===== config.mk =====
export PLATFORM = sky130hd
export DESIGN_NAME = simon_dice_param
export DESIGN_NICKNAME = d
export VERILOG_FILES = /design/src/rtl/simon_dice_param.sv
export SDC_FILE = /design/constraint.sdc
export NUM_CORES = 1
export LEC_CHECK = 0
export BUFFER_PORTS_ARGS = -buffer_cell sky130_fd_sc_hd__buf_2
export CORE_MARGIN = 1
export CORE_UTILIZATION = 45
export CTS_CLUSTER_SIZE = 10
export DETAILED_ROUTE_END_ITERATION = 8
export RECOVER_POWER = 100
export SYNTH_ARGS = -nofsm -noshare
export SYNTH_HDL_FRONTEND = slang
export SYNTH_SLANG_ARGS = --single-unit

===== constraint.sdc =====
create_clock -name clk -period 5.95 [get_ports clk]
set_input_delay 0.2975 -clock clk [delete_from_list [all_inputs] [get_ports clk]]
set_output_delay 0.2975 -clock clk [all_outputs]
set_load 0.02 [all_outputs]

===== src/rtl/simon_dice_param.sv =====
// Parametrised Simon memory game.
// An LFSR draws one new step per round; the sequence is replayed on the LEDs, then the player
// must repeat it on the buttons within a per-press timeout. All pacing uses cycle counters in
// the single clock domain. Outputs are registered and follow the state entered at each edge.
module simon_dice_param #(
    parameter int unsigned N_BTN         = 4,
    parameter int unsigned MAX_LEN       = 16,
    parameter int unsigned SHOW_TICKS    = 25000000,
    parameter int unsigned GAP_TICKS     = 12500000,
    parameter int unsigned TIMEOUT_TICKS = 250000000,
    localparam int unsigned IDXW         = (N_BTN > 1) ? $clog2(N_BTN) : 1,
    localparam int unsigned SW           = $clog2(MAX_LEN + 1)
) (
    input  logic             clk,
    input  logic             rst_n,
    input  logic             start,
    input  logic [15:0]      seed,
    input  logic [N_BTN-1:0] button,
    output logic [N_BTN-1:0] led,
    output logic [SW-1:0]    score,
    output logic             busy,
    output logic             win,
    output logic             lose
);

    // Index width for sequence positions 0..MAX_LEN-1.
    localparam int unsigned LW = (MAX_LEN > 1) ? $clog2(MAX_LEN) : 1;

    // One shared timer covers show, gap and timeout phases; size it for the longest.
    localparam int unsigned TMAX_SG = (SHOW_TICKS > GAP_TICKS) ? SHOW_TICKS : GAP_TICKS;
    localparam int unsigned TMAX    = (TMAX_SG > TIMEOUT_TICKS) ? TMAX_SG : TIMEOUT_TICKS;
    localparam int unsigned TW      = (TMAX > 1) ? $clog2(TMAX) : 1;

    localparam logic [TW-1:0] SHOW_LAST = TW'(SHOW_TICKS - 1);
    localparam logic [TW-1:0] GAP_LAST  = TW'(GAP_TICKS - 1);
    localparam logic [TW-1:0] TOUT_LAST = TW'(TIMEOUT_TICKS - 1);

    typedef enum logic [2:0] {
        StIdle,
        StAdd,
        StShowOn,
        StShowOff,
        StWait,
        StWin,
        StLose
    } state_e;

    state_e            state_q, state_d;
    logic [15:0]       lfsr_q, lfsr_d;
    logic [SW-1:0]     len_q, len_d;
    logic [SW-1:0]     score_q, score_d;
    logic [LW-1:0]     show_idx_q, show_idx_d;
    logic [LW-1:0]     in_idx_q, in_idx_d;
    logic [TW-1:0]     timer_q, timer_d;
    logic [N_BTN-1:0]  btn_prev_q, btn_prev_d;
    logic [N_BTN-1:0]  led_q, led_d;
    logic              busy_q, busy_d;
    logic              win_q, win_d;
    logic              lose_q, lose_d;

    logic [IDXW-1:0]   mem_q [MAX_LEN];

    logic [N_BTN-1:0]  rise;
    logic [LW-1:0]     last_idx;
    logic [LW-1:0]     wr_idx;
    logic              mem_we;
    logic              lfsr_fb;
    logic [15:0]       lfsr_next;
    logic [N_BTN-1:0]  exp_onehot;
    logic [IDXW-1:0]   show_val;

    function automatic logic [N_BTN-1:0] onehot(input logic [IDXW-1:0] idx);
        logic [N_BTN-1:0] v;
        v = '0;
        for (int i = 0; i < N_BTN; i++) begin
            if (idx == IDXW'(i)) v[i] = 1'b1;
        end
        return v;
    endfunction

    // Press detection, sequence bookkeeping and LFSR step.
    always_comb begin
        rise       = button & ~btn_prev_q;
        last_idx   = LW'(len_q - SW'(1));
        wr_idx     = LW'(len_q);
        mem_we     = (state_q == StAdd);
        lfsr_fb    = lfsr_q[15] ^ lfsr_q[13] ^ lfsr_q[12] ^ lfsr_q[10];
        lfsr_next  = {lfsr_q[14:0], lfsr_fb};
        exp_onehot = onehot(mem_q[in_idx_q]);
    end

    // Next-state logic of the game FSM and its datapath registers.
    always_comb begin
        state_d    = state_q;
        lfsr_d     = lfsr_q;
        len_d      = len_q;
        score_d    = score_q;
        show_idx_d = show_idx_q;
        in_idx_d   = in_idx_q;
        timer_d    = timer_q;
        btn_prev_d = button;

        case (state_q)
            StIdle, StWin, StLose: begin
                if (start) begin
                    state_d = StAdd;
                    lfsr_d  = (seed == 16'h0000) ? 16'h0001 : seed;
                    len_d   = '0;
                    score_d = '0;
                end
            end
            StAdd: begin
                len_d      = len_q + SW'(1);
                lfsr_d     = lfsr_next;
                show_idx_d = '0;
                timer_d    = '0;
                state_d    = StShowOn;
            end
            StShowOn: begin
                if (timer_q == SHOW_LAST) begin
                    timer_d = '0;
                    state_d = StShowOff;
                end else begin
                    timer_d = timer_q + TW'(1);
                end
            end
            StShowOff: begin
                if (timer_q == GAP_LAST) begin
                    timer_d = '0;
                    if (show_idx_q == last_idx) begin
                        in_idx_d = '0;
                        state_d  = StWait;
                    end else begin
                        show_idx_d = show_idx_q + LW'(1);
                        state_d    = StShowOn;
                    end
                end else begin
                    timer_d = timer_q + TW'(1);
                end
            end
            StWait: begin
                // A press in the final timeout cycle still counts.
                if (rise != '0) begin
                    timer_d = '0;
                    if (rise == exp_onehot) begin
                        if (in_idx_q == last_idx) begin
                            score_d = len_q;
                            state_d = (len_q == SW'(MAX_LEN)) ? StWin : StAdd;
                        end else begin
                            in_idx_d = in_idx_q + LW'(1);
                        end
                    end else begin
                        state_d = StLose;
                    end
                end else if (timer_q == TOUT_LAST) begin
                    state_d = StLose;
                end else begin
                    timer_d = timer_q + TW'(1);
                end
            end
            default: state_d = StIdle;
        endcase
    end

    // Output decode from the state being entered so the registered outputs line up with it.
    always_comb begin
        // The entry written in ADD is not in the memory yet; forward it for round 1.
        show_val = (mem_we && (wr_idx == show_idx_d)) ? lfsr_q[IDXW-1:0] : mem_q[show_idx_d];
        led_d    = '0;
        busy_d   = 1'b0;
        win_d    = 1'b0;
        lose_d   = 1'b0;
        case (state_d)
            StAdd:     busy_d = 1'b1;
            StShowOn: begin
                busy_d = 1'b1;
                led_d  = onehot(show_val);
            end
            StShowOff: busy_d = 1'b1;
            StWait: begin
                busy_d = 1'b1;
                led_d  = button;
            end
            StWin: begin
                win_d = 1'b1;
                led_d = '1;
            end
            StLose:    lose_d = 1'b1;
            default:   ;
        endcase
    end

    // State, datapath and output registers.
    always_ff @(posedge clk or negedge rst_n) begin
        if (!rst_n) begin
            state_q    <= StIdle;
            lfsr_q     <= 16'h0001;
            len_q      <= '0;
            score_q    <= '0;
            show_idx_q <= '0;
            in_idx_q   <= '0;
            timer_q    <= '0;
            btn_prev_q <= '0;
            led_q      <= '0;
            busy_q     <= 1'b0;
            win_q      <= 1'b0;
            lose_q     <= 1'b0;
        end else begin
            state_q    <= state_d;
            lfsr_q     <= lfsr_d;
            len_q      <= len_d;
            score_q    <= score_d;
            show_idx_q <= show_idx_d;
            in_idx_q   <= in_idx_d;
            timer_q    <= timer_d;
            btn_prev_q <= btn_prev_d;
            led_q      <= led_d;
            busy_q     <= busy_d;
            win_q      <= win_d;
            lose_q     <= lose_d;
        end
    end

    // Sequence store: plain registers, contents are only read after being written.
    always_ff @(posedge clk) begin
        if (mem_we) begin
            mem_q[wr_idx] <= lfsr_q[IDXW-1:0];
        end
    end

    assign led   = led_q;
    assign score = score_q;
    assign busy  = busy_q;
    assign win   = win_q;
    assign lose  = lose_q;

endmodule


==> flow_metrics.py <==
metrics = {
    "run_status": {
        "status": "complete, but fails checks",
        "violations": "capacitance limit, slew limit",
    },
    "placed_design": {
        "gp_congestion": 0.8360,
        "post_dp_cell_area_um2": 6351,
        "hpwl_um": 9817,
        "port_buffers": 34,
        "dpl.cell_count": 763,
    },
    "clocking": {
        "clockBufferDepth": 2,
        "post_cts_resized": 0,
        "cts_buffers": 9,
        "cts_root_buffer": "clkbuf_16",
        "path_clk_slew_ns": 0.07,
        "cts_sinks": 108,
        "htreeDepth": 3,
        "hold_buffers": 0,
        "cts_tree": "done",
        "insertion_delay_ns": 0.36,
        "post_cts_buffers": 0,
    },
    "finish": {
        "nets": 629,
        "diodes": 0,
        "drive_gt1_frac": 0.07629,
        "fillers": 1264,
        "final_area_um2": 6523,
        "area_growth_pct": 7.131,
        "finalNonFillerCells": 779,
    },
    "grt": {
        "grt_use_total": 0.2114,
        "grt_pass1_wl_um": 23130,
        "grt_max_degree": 77,
        "grt_remaining_overflow": 0,
        "first_global_vias": 4452,
        "antenna_found_initial": 0,
    },
    "floorplanning": {
        "start_util": 0.4598,
        "dieArea_um2": 14000,
        "core_um2": 13240,
        "die_width_um": 118.3,
        "die_y_um": 118.3,
        "boundaryPins": 35,
        "rows": 42,
    },
    "critical_path": {
        "path_delay_family": "compound AO/OA/AOI/OAI gates",
        "end_kind": "flop",
        "crit_fanout": 17,
        "critical_path.slowest_cell": "o211ai_1",
        "crit_chain": "inv_1 -> ha_1 -> xor2_1 -> nand3_1 -> o211a_1 -> o211ai_1 -> mux2i_1 -> mux2i_1 -> o211ai_1 -> a41oi_1 -> a32o_1",
        "critical_path.max_stage_delay_ns": 1.38,
        "crit_required_ns": 6.24,
        "cp.arrival_ns": 5.00,
        "worst-setup-path-type": "flop to flop",
        "cp_num_buf_inv": 1,
        "crit_path_start_kind": "flop",
    },
    "logic_synthesis": {
        "synth_top_area_share": 0.3083,
        "ys_ff_latch": 108,
        "yosysUniqueCellTypes": 80,
        "seq_area_frac_synth": 0.4704,
        "yosysMostFrequentCell": "dfrtp_1",
        "yosys.area.top_type": "dfrtp_1",
        "synth_nets": 611,
        "synthTopCellsByArea": "dfrtp_1 (31%), edfxtp_1 (16%), mux2i_1 (4.4%), nand2_1 (3.7%), nor2_1 (3.0%)",
        "synth_edf_count": 32,
        "synth_commonest_cells": "dfrtp_1 (75), nand2_1 (60), nor2_1 (49)",
        "synth_warnings": 0,
        "syn_inst": 580,
        "synth_area_um2": 6088,
        "syn_avg_cell_area_um2": 10.50,
        "async_flop_share": 0.7037,
        "synth_top_flop_cell": "dfrtp_1",
    },
    "power_and_ir_drop": {
        "p_leak_nw": 2.559,
        "power.density_nw_per_um2": 323.4,
        "ir_drop_v": 0.0001923,
    },
    "sta": {
        "whs_ns": 0.08571,
        "setup_viol": 0,
        "hold_viol": 0,
        "slew_headroom": -1.719,
        "slew_viol_final": 95,
        "worst_pin_slew_ns": 4.079,
        "period_needed_ns": 4.710,
        "fmax_mhz": 212.3,
        "tns_ns": 0,
        "skew_ns": 0.008918,
        "period_share": 0.7916,
        "rsz0062_at_grt": "no",
    },
    "job": {
        "cap_viol_max_count": 2,
    },
    "drt": {
        "vias": 4564,
        "drtPass1Iterations": 7,
        "route.detailed.drc": 0,
        "ant_nets": 0,
        "drtIter0Drc": 352,
        "wl_per_cell_um": 17.73,
        "wirelength_um": 13810,
        "drt-vias-per-instance": 5.859,
    },
    "worst_hold_path": {
        "min_path_type": "input port to flop",
    },
}
-- cells in the final DEF (no fill, tap or decap), types with 17 or more instances in the layout --
cell and count:
nor2_1 50, mux2i_1 28, clkbuf_1 20, buf_2 17
xnor2_1 19, inv_1 28, nand3_1 18, dfrtp_1 75
nand2_1 60, o21ai_0 31, edfxtp_1 32
-- layer usage --
| layer | routed length (um) | global-route usage | vias to the layer above |
|---|---|---|---|
| li1 | - | - | 2170 |
| met1 | 6631 | 0.3019 | 2266 |
| met2 | 6313 | 0.3213 | 110 |
| met3 | 614 | 0.03813 | 18 |
| met4 | 255 | 0.07612 | 0 |
| met5 | 0 | 0 | - |
-- worst paths after layout --
kind / start / to / slack (ns) / cells past startpoint
min in group asynchronous: rst_n / timer_q[12]$_DFFE_PN0P_ / 1.37 / 1
hold reg to reg: lfsr_q[3]$_DFFE_PN0P_ / lfsr_q[3]$_DFFE_PN0P_ / 0.50 / 2
max in group asynchronous: rst_n / timer_q[23]$_DFFE_PN0P_ / 2.30 / 1
setup reg to reg: len_q[0]$_DFFE_PN0P_ / led[3]$_DFF_PN0_ / 1.24 / 11
setup / recovery: len_q[0]$_DFFE_PN0P_ / led[3]$_DFF_PN0_ / 1.24 / 11
hold / removal: button[2] / btn_prev_q[2]$_DFF_PN0_ / 0.09 / 1
-- sequential cells by signal (all words and copies together) (netlist names) --
name / count
mem_q: 32
timer_q: 28
lfsr_q: 16
len_q: 5
score: 5
btn_prev_q: 4
in_idx_q: 4
led: 4
show_idx_q: 4
state_q: 3
busy: 1
lose: 1
win: 1
-- through the flow --
stage	worst slack, ns	util	power, mW
after floorplan	2.845	-	1.416
after global placement	2.061	0.4796	1.539
after detailed placement	2.060	0.4796	1.553
after CTS	1.982	0.5012	2.149
after global routing	0.8783	0.4925	2.232
final	1.240	0.4925	2.109
-- worst reg2reg max path: cells and delay by family, from the launching register on --
kind	cells	cell delay, ns
DFF	1	0.61
muxes	2	0.56
and+or+nand+nor	1	0.22
buffers and inverters	1	0.16
adders and majority gates	1	0.39
AOI/OAI and AO/OA	5	2.54
xor gates and xnor gates	1	0.17
-- layout make-up --
type                       count  area, um^2  area share
inverter                      28       105.1     0.01611
tap                          176       220.2     0.03376
clock inverter                 5       53.80    0.008249
clock buffer                  11       232.7     0.03568
timing repair buffer          36       160.2     0.02455
sequential                   108        2864      0.4391
multi-input combinational    415        2887      0.4425
-- cell families after synthesis --
family	Yosys count	share of synthesized area
AND/OR/NAND/NOR	223	0.1932
AO/OA/AOI/OAI	108	0.1356
flip-flops	108	0.4704
buffers and inverters	57	0.04110
multiplexers	43	0.09350
XOR/XNOR	33	0.04973
adder cells (fa/ha/maj)	8	0.01644
-- power breakdown --
part / leakage [nW] / total [mW] / internal, mW / switching [mW]
Sequential: 1.28 / 1.09 / 0.906 / 0.181
Clock: 0.129 / 0.586 / 0.324 / 0.262
Combinational: 1.15 / 0.437 / 0.200 / 0.237
No activity file was read; power rests on OpenSTA's default activity.
